File: src/rtl/ristretto_lsu_dmem_ctrl.sv
// Load/store data-memory controller: issues lane-aligned dmem requests, tracks up to
// MAX_OUTST in-order transactions and returns extended load data or local error responses.
module ristretto_lsu_dmem_ctrl #(
    parameter int DATA_W    = 32,
    parameter int ADDR_W    = 32,
    parameter int MAX_OUTST = 2
) (
    input  logic                clk_i,
    input  logic                rst_ni,
    input  logic                req_valid_i,
    output logic                req_ready_o,
    input  logic                req_op_i,
    input  logic [1:0]          req_size_i,
    input  logic                req_unsigned_i,
    input  logic [ADDR_W-1:0]   req_addr_i,
    input  logic [DATA_W-1:0]   req_wdata_i,
    output logic                rsp_valid_o,
    output logic [DATA_W-1:0]   rsp_rdata_o,
    output logic                rsp_store_o,
    output logic                rsp_err_o,
    output logic                rsp_misaligned_o,
    output logic                dmem_req_valid_o,
    input  logic                dmem_req_ready_i,
    output logic                dmem_we_o,
    output logic [ADDR_W-1:0]   dmem_addr_o,
    output logic [DATA_W/8-1:0] dmem_be_o,
    output logic [DATA_W-1:0]   dmem_wdata_o,
    input  logic                dmem_rsp_valid_i,
    input  logic [DATA_W-1:0]   dmem_rdata_i,
    input  logic                dmem_rsp_err_i
);
    localparam int OFF_W  = $clog2(DATA_W / 8);
    localparam int BE_W   = DATA_W / 8;
    localparam int META_W = OFF_W + 4;
    localparam int CNT_W  = $clog2(MAX_OUTST + 1);
    localparam int PTR_W  = (MAX_OUTST > 1) ? $clog2(MAX_OUTST) : 1;
    localparam logic [CNT_W:0]   MaxOcc  = (CNT_W + 1)'(MAX_OUTST);
    localparam logic [PTR_W-1:0] LastPtr = PTR_W'(MAX_OUTST - 1);

    localparam logic [1:0] SzDouble = 2'b00;
    localparam logic [1:0] SzWord   = 2'b01;
    localparam logic [1:0] SzHalf   = 2'b10;
    localparam logic [1:0] SzByte   = 2'b11;

    typedef enum logic [1:0] {StIdle, StWrdy, StErr} state_e;

    state_e              state_q, state_d;
    logic                init_q;
    logic [ADDR_W-1:0]   addr_q, addr_d;
    logic [BE_W-1:0]     be_q, be_d;
    logic [DATA_W-1:0]   wdata_q, wdata_d;
    logic                we_q, we_d;
    logic [META_W-1:0]   meta_q, meta_d;
    logic                err_mis_q, err_mis_d;
    logic                err_rsp_q, err_rsp_d;
    logic                err_rsp_mis_q, err_rsp_mis_d;
    logic [CNT_W-1:0]    count_q, count_d;
    logic [PTR_W-1:0]    wr_ptr_q, wr_ptr_d, rd_ptr_q, rd_ptr_d;
    logic [META_W-1:0]   fifo_q [MAX_OUTST];

    logic                req_illegal, req_misal, req_bad, accept, hs, pop;
    logic [BE_W-1:0]     size_mask;
    logic [DATA_W-1:0]   wdata_rep, shifted, ext;
    logic [CNT_W:0]      occ;
    logic [OFF_W-1:0]    h_off;
    logic [1:0]          h_size;
    logic                h_uns, h_we;

    always_comb begin
        req_illegal = (req_size_i == SzDouble) && (DATA_W == 32);
        req_misal   = 1'b0;
        size_mask   = '0;
        wdata_rep   = req_wdata_i;
        unique case (req_size_i)
            SzByte: begin
                size_mask = BE_W'(8'h01);
                wdata_rep = {BE_W{req_wdata_i[7:0]}};
            end
            SzHalf: begin
                req_misal = req_addr_i[0];
                size_mask = BE_W'(8'h03);
                wdata_rep = {(BE_W / 2){req_wdata_i[15:0]}};
            end
            SzWord: begin
                req_misal = |req_addr_i[1:0];
                size_mask = BE_W'(8'h0F);
                wdata_rep = {(BE_W / 4){req_wdata_i[31:0]}};
            end
            default: begin
                req_misal = |req_addr_i[2:0];
                size_mask = BE_W'(8'hFF);
            end
        endcase
        req_bad = req_illegal || req_misal;
    end

    assign dmem_req_valid_o = (state_q == StWrdy);
    assign dmem_we_o        = we_q;
    assign dmem_addr_o      = addr_q;
    assign dmem_be_o        = be_q;
    assign dmem_wdata_o     = wdata_q;
    assign hs               = dmem_req_valid_o && dmem_req_ready_i;
    assign occ              = {1'b0, count_q} + {{CNT_W{1'b0}}, (state_q == StWrdy)};

    // Local error responses only start from an empty pipeline so they cannot overtake loads.
    assign req_ready_o = init_q && (state_q != StErr)
                      && !((state_q == StWrdy) && !dmem_req_ready_i)
                      && (occ < MaxOcc)
                      && (!req_bad || ((count_q == '0) && (state_q == StIdle)));
    assign accept = req_valid_i && req_ready_o;

    always_comb begin
        state_d       = state_q;
        addr_d        = addr_q;
        be_d          = be_q;
        wdata_d       = wdata_q;
        we_d          = we_q;
        meta_d        = meta_q;
        err_mis_d     = err_mis_q;
        err_rsp_d     = (state_q == StErr);
        err_rsp_mis_d = err_mis_q;
        if (state_q == StErr) begin
            state_d = StIdle;
        end else if (accept && req_bad) begin
            state_d   = StErr;
            err_mis_d = req_misal && !req_illegal;
        end else if (accept) begin
            state_d = StWrdy;
            addr_d  = {req_addr_i[ADDR_W-1:OFF_W], {OFF_W{1'b0}}};
            be_d    = size_mask << req_addr_i[OFF_W-1:0];
            wdata_d = wdata_rep;
            we_d    = req_op_i;
            meta_d  = {req_addr_i[OFF_W-1:0], req_size_i, req_unsigned_i, req_op_i};
        end else if (hs) begin
            state_d = StIdle;
        end
    end

    assign pop = dmem_rsp_valid_i && (count_q != '0);
    assign {h_off, h_size, h_uns, h_we} = fifo_q[rd_ptr_q];
    assign shifted = dmem_rdata_i >> {h_off, 3'b000};

    always_comb begin
        unique case (h_size)
            SzByte:  ext = h_uns ? DATA_W'(shifted[7:0])  : DATA_W'($signed(shifted[7:0]));
            SzHalf:  ext = h_uns ? DATA_W'(shifted[15:0]) : DATA_W'($signed(shifted[15:0]));
            SzWord:  ext = h_uns ? DATA_W'(shifted[31:0]) : DATA_W'($signed(shifted[31:0]));
            default: ext = shifted;
        endcase
    end

    assign rsp_valid_o      = pop || err_rsp_q;
    assign rsp_err_o        = err_rsp_q || (pop && dmem_rsp_err_i);
    assign rsp_misaligned_o = err_rsp_q && err_rsp_mis_q;
    assign rsp_store_o      = pop && h_we;
    assign rsp_rdata_o      = (pop && !dmem_rsp_err_i && !h_we) ? ext : '0;

    always_comb begin
        count_d  = count_q;
        wr_ptr_d = wr_ptr_q;
        rd_ptr_d = rd_ptr_q;
        if (hs) begin
            wr_ptr_d = (wr_ptr_q == LastPtr) ? '0 : wr_ptr_q + PTR_W'(1);
        end
        if (pop) begin
            rd_ptr_d = (rd_ptr_q == LastPtr) ? '0 : rd_ptr_q + PTR_W'(1);
        end
        if (hs && !pop) begin
            count_d = count_q + CNT_W'(1);
        end else if (!hs && pop) begin
            count_d = count_q - CNT_W'(1);
        end
    end

    always_ff @(posedge clk_i or negedge rst_ni) begin
        if (!rst_ni) begin
            state_q       <= StIdle;
            init_q        <= 1'b0;
            addr_q        <= '0;
            be_q          <= '0;
            wdata_q       <= '0;
            we_q          <= 1'b0;
            meta_q        <= '0;
            err_mis_q     <= 1'b0;
            err_rsp_q     <= 1'b0;
            err_rsp_mis_q <= 1'b0;
            count_q       <= '0;
            wr_ptr_q      <= '0;
            rd_ptr_q      <= '0;
        end else begin
            state_q       <= state_d;
            init_q        <= 1'b1;
            addr_q        <= addr_d;
            be_q          <= be_d;
            wdata_q       <= wdata_d;
            we_q          <= we_d;
            meta_q        <= meta_d;
            err_mis_q     <= err_mis_d;
            err_rsp_q     <= err_rsp_d;
            err_rsp_mis_q <= err_rsp_mis_d;
            count_q       <= count_d;
            wr_ptr_q      <= wr_ptr_d;
            rd_ptr_q      <= rd_ptr_d;
        end
    end

    always_ff @(posedge clk_i) begin
        if (hs) begin
            fifo_q[wr_ptr_q] <= meta_q;
        end
    end

endmodule

File: config.mk
export PLATFORM = sky130hd
export DESIGN_NAME = ristretto_lsu_dmem_ctrl
export DESIGN_NICKNAME = d
export VERILOG_FILES = /design/src/rtl/ristretto_lsu_dmem_ctrl.sv
export SDC_FILE = /design/constraint.sdc
export NUM_CORES = 1
export LEC_CHECK = 0
export CORE_UTILIZATION = 47
export CTS_BUF_LIST = sky130_fd_sc_hd__clkbuf_2 sky130_fd_sc_hd__clkbuf_4 sky130_fd_sc_hd__clkbuf_8
export DETAILED_ROUTE_END_ITERATION = 8
export PLACE_DENSITY = 0.89
export SYNTH_ARGS = -nofsm -noshare
export SYNTH_HDL_FRONTEND = slang
export SYNTH_SLANG_ARGS = --single-unit
File: constraint.sdc
create_clock -name clk_i -period 3.7 [get_ports clk_i]
set_input_delay 0.555 -clock clk_i [delete_from_list [all_inputs] [get_ports clk_i]]
set_output_delay 0.555 -clock clk_i [all_outputs]
set_load 0.05 [all_outputs]
# Word-level counts from Yosys, hierarchy flattened
# Memory sizes are Yosys's and may differ from the RTL's.
# Cells that the tools add are included.
# W data, S select, Z words.
# word_totals
regBits,83
latchBits,0
mem_bits_rw,12
rom_bits,0
inputBits,106
elab_cells,89
memories,1
# classes
addsub,5
multipliers,0
div,0
order_cmp,1
n_eq_ne,8
shift,2
n_mux,17
bitwise,2
reduce_logical,40
# mem_list
memory,depth,word_bits,rd,rd_clocked_by_memory_dff,write_ports,line,rtl
fifo_q,2,6,1,0,1,59,logic [META_W-1:0] fifo_q [MAX_OUTST];
# op_table
cell,n
$pmux W32 S2,2
$mux W32,3
$shr A32 B5 Y32,1
$logic_and A1 B1 Y1,18
$mux W2,6
$eq A2 B2 Y1 const B,5
$logic_not A1 Y1,8
$pmux W4 S2,1
$logic_not A2 Y1,3
$eq A2 B1 Y1 const B,2
$logic_or A1 B1 Y1,4
$mux W1,4
$reduce_bool A2 Y1,2
$reduce_bool A4 Y1,1
$shl A4 B2 Y4,1
$add A2 B1 Y3,1
$lt A3 B2 Y1 const B,1
$pmux W1 S3,1
$reduce_and A3 Y1,1
$reduce_or A3 Y1,1
$add A1 B1 Y1 const B,2
$add A2 B1 Y2 const B,1
$ne A2 B2 Y1 const B,1
$not A1 Y1,2
3 further kinds,3

# Depth between registers and ports, before layout
# Gate-level depths: netlist of the first run.
# depth
word_depth,10
mapped_depth,8
mapped_depth_nobuf,7

# Worst setup path before layout of the first run
# OpenSTA, ideal clock, no wires.
# synth_path
path_type,input to output
start,input req_addr_i[1]
end,output req_ready_o
t_arrival_ns,3.248
setup_slack_ns,-0.103
path_stages,3
cell_sequence,nor2_1 a221oi_1 a2111oi_0
# synth_between
elab_chain_cells,6
elab_cells_between_ends,7
classes_between,mux (1); reduce/logical (6)
# synth_lines
item,line,rtl
"start, declared",15,"input logic [ADDR_W-1:0] req_addr_i,"
$reduce_or A3 Y1 / $reduce_or A2 Y1 (equally long branches),"90, 85",
$pmux W1 S3 *,74,unique case (req_size_i)
$logic_or A1 B1 Y1 *,94,req_bad = req_illegal || req_misal;
$logic_not A1 Y1 *,109,&& (!req_bad || ((count_q == '0) && (state_q == StIdle)));
$logic_or A1 B1 Y1 *,109,
$logic_and A1 B1 Y1 *,109,
"end, declared",11,"output logic req_ready_o,"
# Mark *: on every way between the ends. The rest lies on a longest branch, timed or not.

# Worst setup path after layout of the first run
# layout_path
start,register rd_ptr_q
end,output rsp_rdata_o[18]
# layout_between
elab_chain_cells,5
elab_cells_between_ends,10
classes_between,eq/ne (2); shift (1); mux (4); reduce/logical (2); memory (1)
# layout_lines
item,line,rtl
"start, declared",58,"logic [PTR_W-1:0] wr_ptr_q, wr_ptr_d, rd_ptr_q, rd_ptr_d;"
"start signal, assigned",203,rd_ptr_q <= rd_ptr_d;
$mem_v2 Z2 W6 *,n/a,
$shr A32 B5 Y32,141,"assign shifted = dmem_rdata_i >> {h_off, 3'b000};"
$mux W32 (on tied branches),"146, 145",
$pmux W32 S2,144,unique case (h_size)
$mux W32 *,156,assign rsp_rdata_o = (pop && !dmem_rsp_err_i && !h_we) ? ext : '0;
"end, declared",18,"output logic [DATA_W-1:0] rsp_rdata_o,"
# Marks and branches as above.

==> run_results.csv, run 1 <==
group,metric,value,unit
routing,routed_wl,14700,um
floorplanning,io-pin-count,213,
routing,drc,0,
placement,dp_hpwl,11000,um
synth,ys_seq_area_frac,0.502,
worst_setup_path,worstPathRequired,3140,ps
finish,antenna_cells,0,
grt,grt.overflow.total,0,
routing,drt_iter0_drc,222,
synth,synthArstFlopShare,0.872,
routing,top_layer,"met4",
routing,viasPerCell,5.35,
grt,track_usage,0.289,
cts,cts_buffers,9,
finish,fill_cells,678,
synth,ys_ff_latch,94,
pwr,clockPowerShare,0.129,
finish,areaGrowthSynthToFinish,52.0,%
grt,grt_pass1_vias,4739,
finish,mostFrequentLayoutCells,"nand2_1, clkdlybuf4s50_1, dfrtp_1",
routing,met1Wirelength,5260,um
cts,htreeDepth,3,
synth,synth.top_cell.area_share,0.427,
sta,rsz0062_at_grt,"no",
synth,syn_area_per_cell,9.13,um^2
grt,antenna_found_initial,0,
sta,hold_viol,0,
hold_path,hold_path_class,"in2async",
floorplanning,die-area,10600,um^2
sta,period_needed,3520,ps
finish,final_common_cell,"nand2_1",
cts,cts_buffer_depth,2,
worst_setup_path,worstSetupStartpointType,"flip-flop",
synth,synth_area_leaders,"dfrtp_1, nand2_1, mux2i_1",
sta,maxSlewHeadroom,0.322,
pwr,ir_drop,0.641,mV
routing,dr.pass1.iters,5,
routing,wl_met3,1690,um
worst_setup_path,path_class,"reg2out",
sta,setup_viol,0,
routing,routedWlPerCell,17.1,um
finish,final_nets,833,
worst_setup_path,cp-end-kind,"output port",
synth,synth-compound-area-share,0.126,
floorplanning,die_h,103,um
synth,yosysUniqueCellTypes,48,
cts,cts_root_buf,"clkbuf_8",
sta,drv_slew,0,
pwr,p_per_area,804,nW/um^2
routing,via_count,4618,
pwr,power_frac_comb,0.568,
placement,portBuffers,210,
synth,synth_mux_area_frac,0.105,
cts,cts_tree,"done",
cts,hold_buffers,0,
synth,synthXorXnorAreaFrac,0.00912,
outcome,outcome,"complete, no violations",
synth,synthAdderAreaFrac,0.00261,
cts,clk_pin_slew_worst_paths,90,ps
sta,worst_pin_slew,1020,ps
synth,synthSimpleGateAreaFrac,0.209,
floorplanning,fp-row-count,36,
routing,wl_met2,7290,um
synth,yosys.area.top_type,"dfrtp_1",
synth,synth_top_family_by_area,"simple AND/OR/NAND/NOR gates",
pwr,internal-power,3.02,mW
placement,gp_congestion,0.922,
synth,synth_edf_count,12,
routing,ant_nets,0,
floorplanning,core,9820,um^2
synth,syn-instance-count,526,
synth,yosysWarnings,0,
cts,post_cts_buffers,0,
sta,fin_setup_tns,0,ps
synth,syn_area,4800,um^2
grt,grt_pass1_wl,23000,um
synth,ys.flop_type,"dfrtp_1",
floorplanning,initial_core_util,0.489,
cts,clk_latency,370,ps
pwr,power.switching,2.85,mW
grt,grt_max_degree,83,
pwr,switching_share,0.485,
sta,finalClockSkew,14.9,ps
placement,dpl-instance-area,7080,um^2
pwr,p_seq_frac,0.304,
floorplanning,fp.dieW,103,um
sta,clock.fmax,284,MHz
finish,fin_area,7300,um^2
sta,period_share,0.952,
cts,cts_sinks,94,
pwr,p_leak,3.36,nW
finish,drive_gt1_frac,0.101,
worst_setup_path,path_max_fanout,15,
worst_setup_path,worstPathArrival,2970,ps
job,max-cap-violations,0,
## power groups by stage
stage | sequential (mW) | combinational (mW) | clock, mW
floorplan | 2.94 | 0.956 | 0
global placement | 1.76 | 3.25 | 0
detailed placement | 1.79 | 3.32 | 0
CTS | 1.78 | 3.34 | 0.754
global route | 1.83 | 3.51 | 0.793
finish | 1.78 | 3.33 | 0.755
## area by class of cell
class / instances / area [um^2] / share of cell area
Sequential cell: 94 / 2410 / 0.331
Tap cell: 133 / 166 / 0.0228
Clock buffer: 11 / 145 / 0.0199
Multi-Input combinational cell: 397 / 2190 / 0.300
Clock inverter: 4 / 72.6 / 0.00994
Inverter: 6 / 22.5 / 0.00309
Timing Repair Buffer: 218 / 2290 / 0.314
## layer usage
metal | track usage | vias up
li1 | - | 2165
met1 | 0.292 | 2170
met2 | 0.517 | 244
met3 | 0.123 | 39
met4 | 0.130 | 0
met5 | 0 | -
## flip-flops by register name (all words and copies together) (netlist names), 2 cells and up
name	cells
dmem_be_o	4
count_q	2
dmem_wdata_o	32
dmem_addr_o	30
state_q	2
fifo_q	12
meta_q	6
## cells in the mapped netlist, drive strengths merged, types with 2 or more instances
| cell type | n |
|---|---|
| buf | 23 |
| xnor2 | 3 |
| nand2 | 199 |
| conb | 2 |
| nor4 | 3 |
| a21oi | 19 |
| a211oi | 11 |
| a31oi | 2 |
| xor2 | 2 |
| clkbuf | 7 |
| dfrtp | 82 |
| or2 | 2 |
| nor3 | 2 |
| nand2b | 5 |
| o21ai | 41 |
| nor2 | 21 |
| and3 | 8 |
| mux2 | 4 |
| o31ai | 2 |
| inv | 5 |
| nor2b | 5 |
| edfxtp | 12 |
| o2bb2ai | 8 |
| mux2i | 42 |
| o22ai | 2 |
| o32a | 2 |
## cell families after synthesis
family / after synthesis
AOI/OAI and AO/OA: 94
xor gates and xnor gates: 5
adders and majority gates: 1
buffers and inverters: 36
DFF: 94
muxes: 46
other: 2
and+or+nand+nor: 248
## per-stage QoR
step | hold slack, ps | setup WS [ps] | util | instances | total power [mW]
floorplan | 259 | 476 | - | 527 | 3.90
global placement | 365 | 433 | 0.721 | 848 | 5.01
detailed placement | 375 | 325 | 0.721 | 848 | 5.11
CTS | 395 | 151 | 0.743 | 863 | 5.87
global route | 407 | 16.8 | 0.743 | 863 | 6.14
finish | 352 | 176 | 0.743 | 863 | 5.87
## worst max-delay path, cell delays in order (launching register included)
cell	delay (ps)
dfrtp_2	600
mux2_4	400
mux2i_1	240
a211oi_2	150
o31ai_4	610
o21ai_0	340
buf_12	240
## worst paths after layout
path | cells past startpoint | endpoint | start | slack, ps
min in group clk_i | 0 | err_rsp_mis_q | err_mis_q | 400
worst max register to register | 5 | dmem_be_o[1] | count_q[0] | 1370
worst max-delay path | 6 | rsp_rdata_o[18] | rd_ptr_q | 180
worst min-delay path | 1 | dmem_wdata_o[23] | rst_ni | 350
worst min register to register | 0 | err_rsp_mis_q | err_mis_q | 400
max in group asynchronous | 1 | rd_ptr_q | rst_ni | 2660
## what timing repair did
action                     4_1_cts  5_1_grt
setup endpoints to repair        3        1
resized for setup                1        0
pin swaps                        0        1
(Power assumes the default switching activity.)
==> run 2: changes to the inputs <==
--- a/config.mk
+++ b/config.mk
@@ -9,6 +9,7 @@
 export CTS_BUF_LIST = sky130_fd_sc_hd__clkbuf_2 sky130_fd_sc_hd__clkbuf_4 sky130_fd_sc_hd__clkbuf_8
 export DETAILED_ROUTE_END_ITERATION = 8
 export PLACE_DENSITY = 0.89
+export SLEW_MARGIN = 0
 export SYNTH_ARGS = -nofsm -noshare
 export SYNTH_HDL_FRONTEND = slang
 export SYNTH_SLANG_ARGS = --single-unit
==> results of run 2 <==
Final layout, timing and power as in run 1 (identical DEF).
==> run 3: changes to the inputs <==
--- a/config.mk
+++ b/config.mk
@@ -5,6 +5,7 @@
 export SDC_FILE = /design/constraint.sdc
 export NUM_CORES = 1
 export LEC_CHECK = 0
+export CAP_MARGIN = 20
 export CORE_UTILIZATION = 47
 export CTS_BUF_LIST = sky130_fd_sc_hd__clkbuf_2 sky130_fd_sc_hd__clkbuf_4 sky130_fd_sc_hd__clkbuf_8
 export DETAILED_ROUTE_END_ITERATION = 8
==> run 3 against run 2 <==
  * Flip-flop and latch count did not move
  * Largest power group unchanged
  * First-iteration DRC count is 1.8% lower
  * Clock skew about the same
  * Cell count grew 0.23%
  * Highest routed layer unchanged
  * Critical path depth did not move
  * Non-clock buffer count increased by 2
  * Critical path type unchanged
==> run_results.csv, run 3 (synthesis gave the netlist of run 1 again) <==
group,metric,value,unit
outcome,outcome,"complete, no violations",
placement,dpl-instance-area,7080,um^2
placement,gp_congestion,0.922,
grt,grt.overflow.total,0,
cts,clk_latency,370,ps
floorplanning,io-pin-count,213,
cts,htreeDepth,3,
pwr,ir_drop,0.641,mV
finish,final_nets,835,
finish,final_common_cell,"nand2_1",
grt,track_usage,0.289,
sta,period_needed,3520,ps
job,max-cap-violations,0,
worst_setup_path,crit_path_cell_trace,"mux2_4 -> mux2i_1 -> a211oi_2 -> o31ai_4 -> o21ai_0 -> buf_12",
sta,fin_setup_tns,0,ps
placement,dp_hpwl,11000,um
sta,period_share,0.953,
grt,antenna_found_initial,0,
floorplanning,die_h,103,um
worst_setup_path,path_max_fanout,15,
sta,worst_pin_slew,621,ps
cts,cts_tree,"done",
worst_setup_path,worstPathRequired,3140,ps
worst_setup_path,critPathMaxStageDelay,610,ps
grt,grt_max_degree,83,
sta,rsz0062_at_grt,"no",
sta,setup_viol,0,
finish,final_core_util,0.747,
finish,antenna_cells,0,
grt,grt_pass1_vias,4739,
worst_setup_path,worstSetupStartpointType,"flip-flop",
sta,drv_slew,0,
floorplanning,initial_core_util,0.489,
pwr,p_per_area,800,nW/um^2
finish,fin_area,7340,um^2
routing,routedWlPerCell,17.1,um
routing,viasPerCell,5.34,
sta,finalClockSkew,15.4,ps
sta,clock.fmax,284,MHz
placement,portBuffers,210,
grt,grt_pass1_wl,23000,um
hold_path,hold_path_class,"reg2reg",
cts,clk_pin_slew_worst_paths,90,ps
worst_setup_path,worstPathArrival,2970,ps
floorplanning,die-area,10600,um^2
finish,mostFrequentLayoutCells,"nand2_1, clkdlybuf4s50_1, dfrtp_1",
finish,drive_gt1_frac,0.102,
routing,ant_nets,0,
pwr,p_leak,3.37,nW
cts,cts_root_buf,"clkbuf_8",
cts,cts_buffers,9,
pwr,total_power,5.87,mW
finish,largest_reg_flops,32,
routing,drc,0,
worst_setup_path,slowest_stage,"dfrtp_2",
floorplanning,core,9820,um^2
worst_setup_path,path_class,"reg2out",
cts,cts_sinks,94,
routing,dr.pass1.iters,4,
worst_setup_path,cp-end-kind,"output port",
finish,areaGrowthSynthToFinish,52.8,%
floorplanning,fp.dieW,103,um
sta,maxSlewHeadroom,0.582,
routing,routed_wl,14800,um
cts,cts_buffer_depth,2,
floorplanning,fp-row-count,36,
routing,drt_iter0_drc,218,
routing,via_count,4623,
sta,hold_viol,0,
==> run 3: cell types whose count changed in the layout (fill, tap and decap cells not counted), sizes merged <==
cell and delta:
dlygate4sd3 +1, buf +1
==> run 3: power by group <==
group | total [mW] | leakage [nW] | internal, mW | switching, mW
registers | 1.78 | 1.13 | 1.49 | 0.296
logic | 3.34 | 2.14 | 1.14 | 2.20
clock network | 0.750 | 0.109 | 0.402 | 0.348
total | 5.87 | 3.37 | 3.02 | 2.84
==> run 3: critical path, delay by kind of cell, from the launching register on <==
kind,cells,cell delay (ps)
muxes,2,640
DFF,1,610
buffers and inverters,1,240
AOI/OAI and AO/OA,3,1100
==> run 3: layer usage <==
metal / GRT usage / share of wire
met2: 0.517 / 0.49
met3: 0.123 / 0.12
met1: 0.292 / 0.35
met5: 0 / 0
met4: 0.130 / 0.035
==> run 3: area by class of cell <==
class	count	area, um^2
fillers	666	2480
flip-flops and latches	94	2410
repair buffers	220	2330
multi-input cells	397	2190
well taps	133	166
clock buffers	11	145
clock inverters	4	72.6
inverters	6	22.5
==> run 3: repair_timing <==
item	4_1_cts	5_1_grt
pin swaps	0	1
endpoints found under the setup margin	3	1
hold buffers	0	1
setup buffers	0	0
hold endpoints to repair	0	1
resized for setup	1	0
==> run 3: final timing paths <==
| kind | startpoint | end | slack, ps | depth (start not counted) |
|---|---|---|---|---|
| worst min register to register | err_mis_q | err_rsp_mis_q | 400 | 0 |
| max in group asynchronous | rst_ni | dmem_addr_o[9] | 2560 | 3 |
| min in group asynchronous | rst_ni | dmem_wdata_o[23] | 550 | 2 |
| worst min-delay path | err_mis_q | err_rsp_mis_q | 400 | 0 |
| worst max-delay path | rd_ptr_q | rsp_rdata_o[18] | 180 | 6 |
| worst max register to register | count_q[0] | dmem_be_o[1] | 1380 | 5 |
==> run 3: through the flow <==
stage,hold WS [ps],worst slack (ps),instances
CTS,395,151,863
detailed placement,375,325,848
global route,407,16.8,865
floorplan,259,476,527
finish,399,175,865
global placement,365,433,848
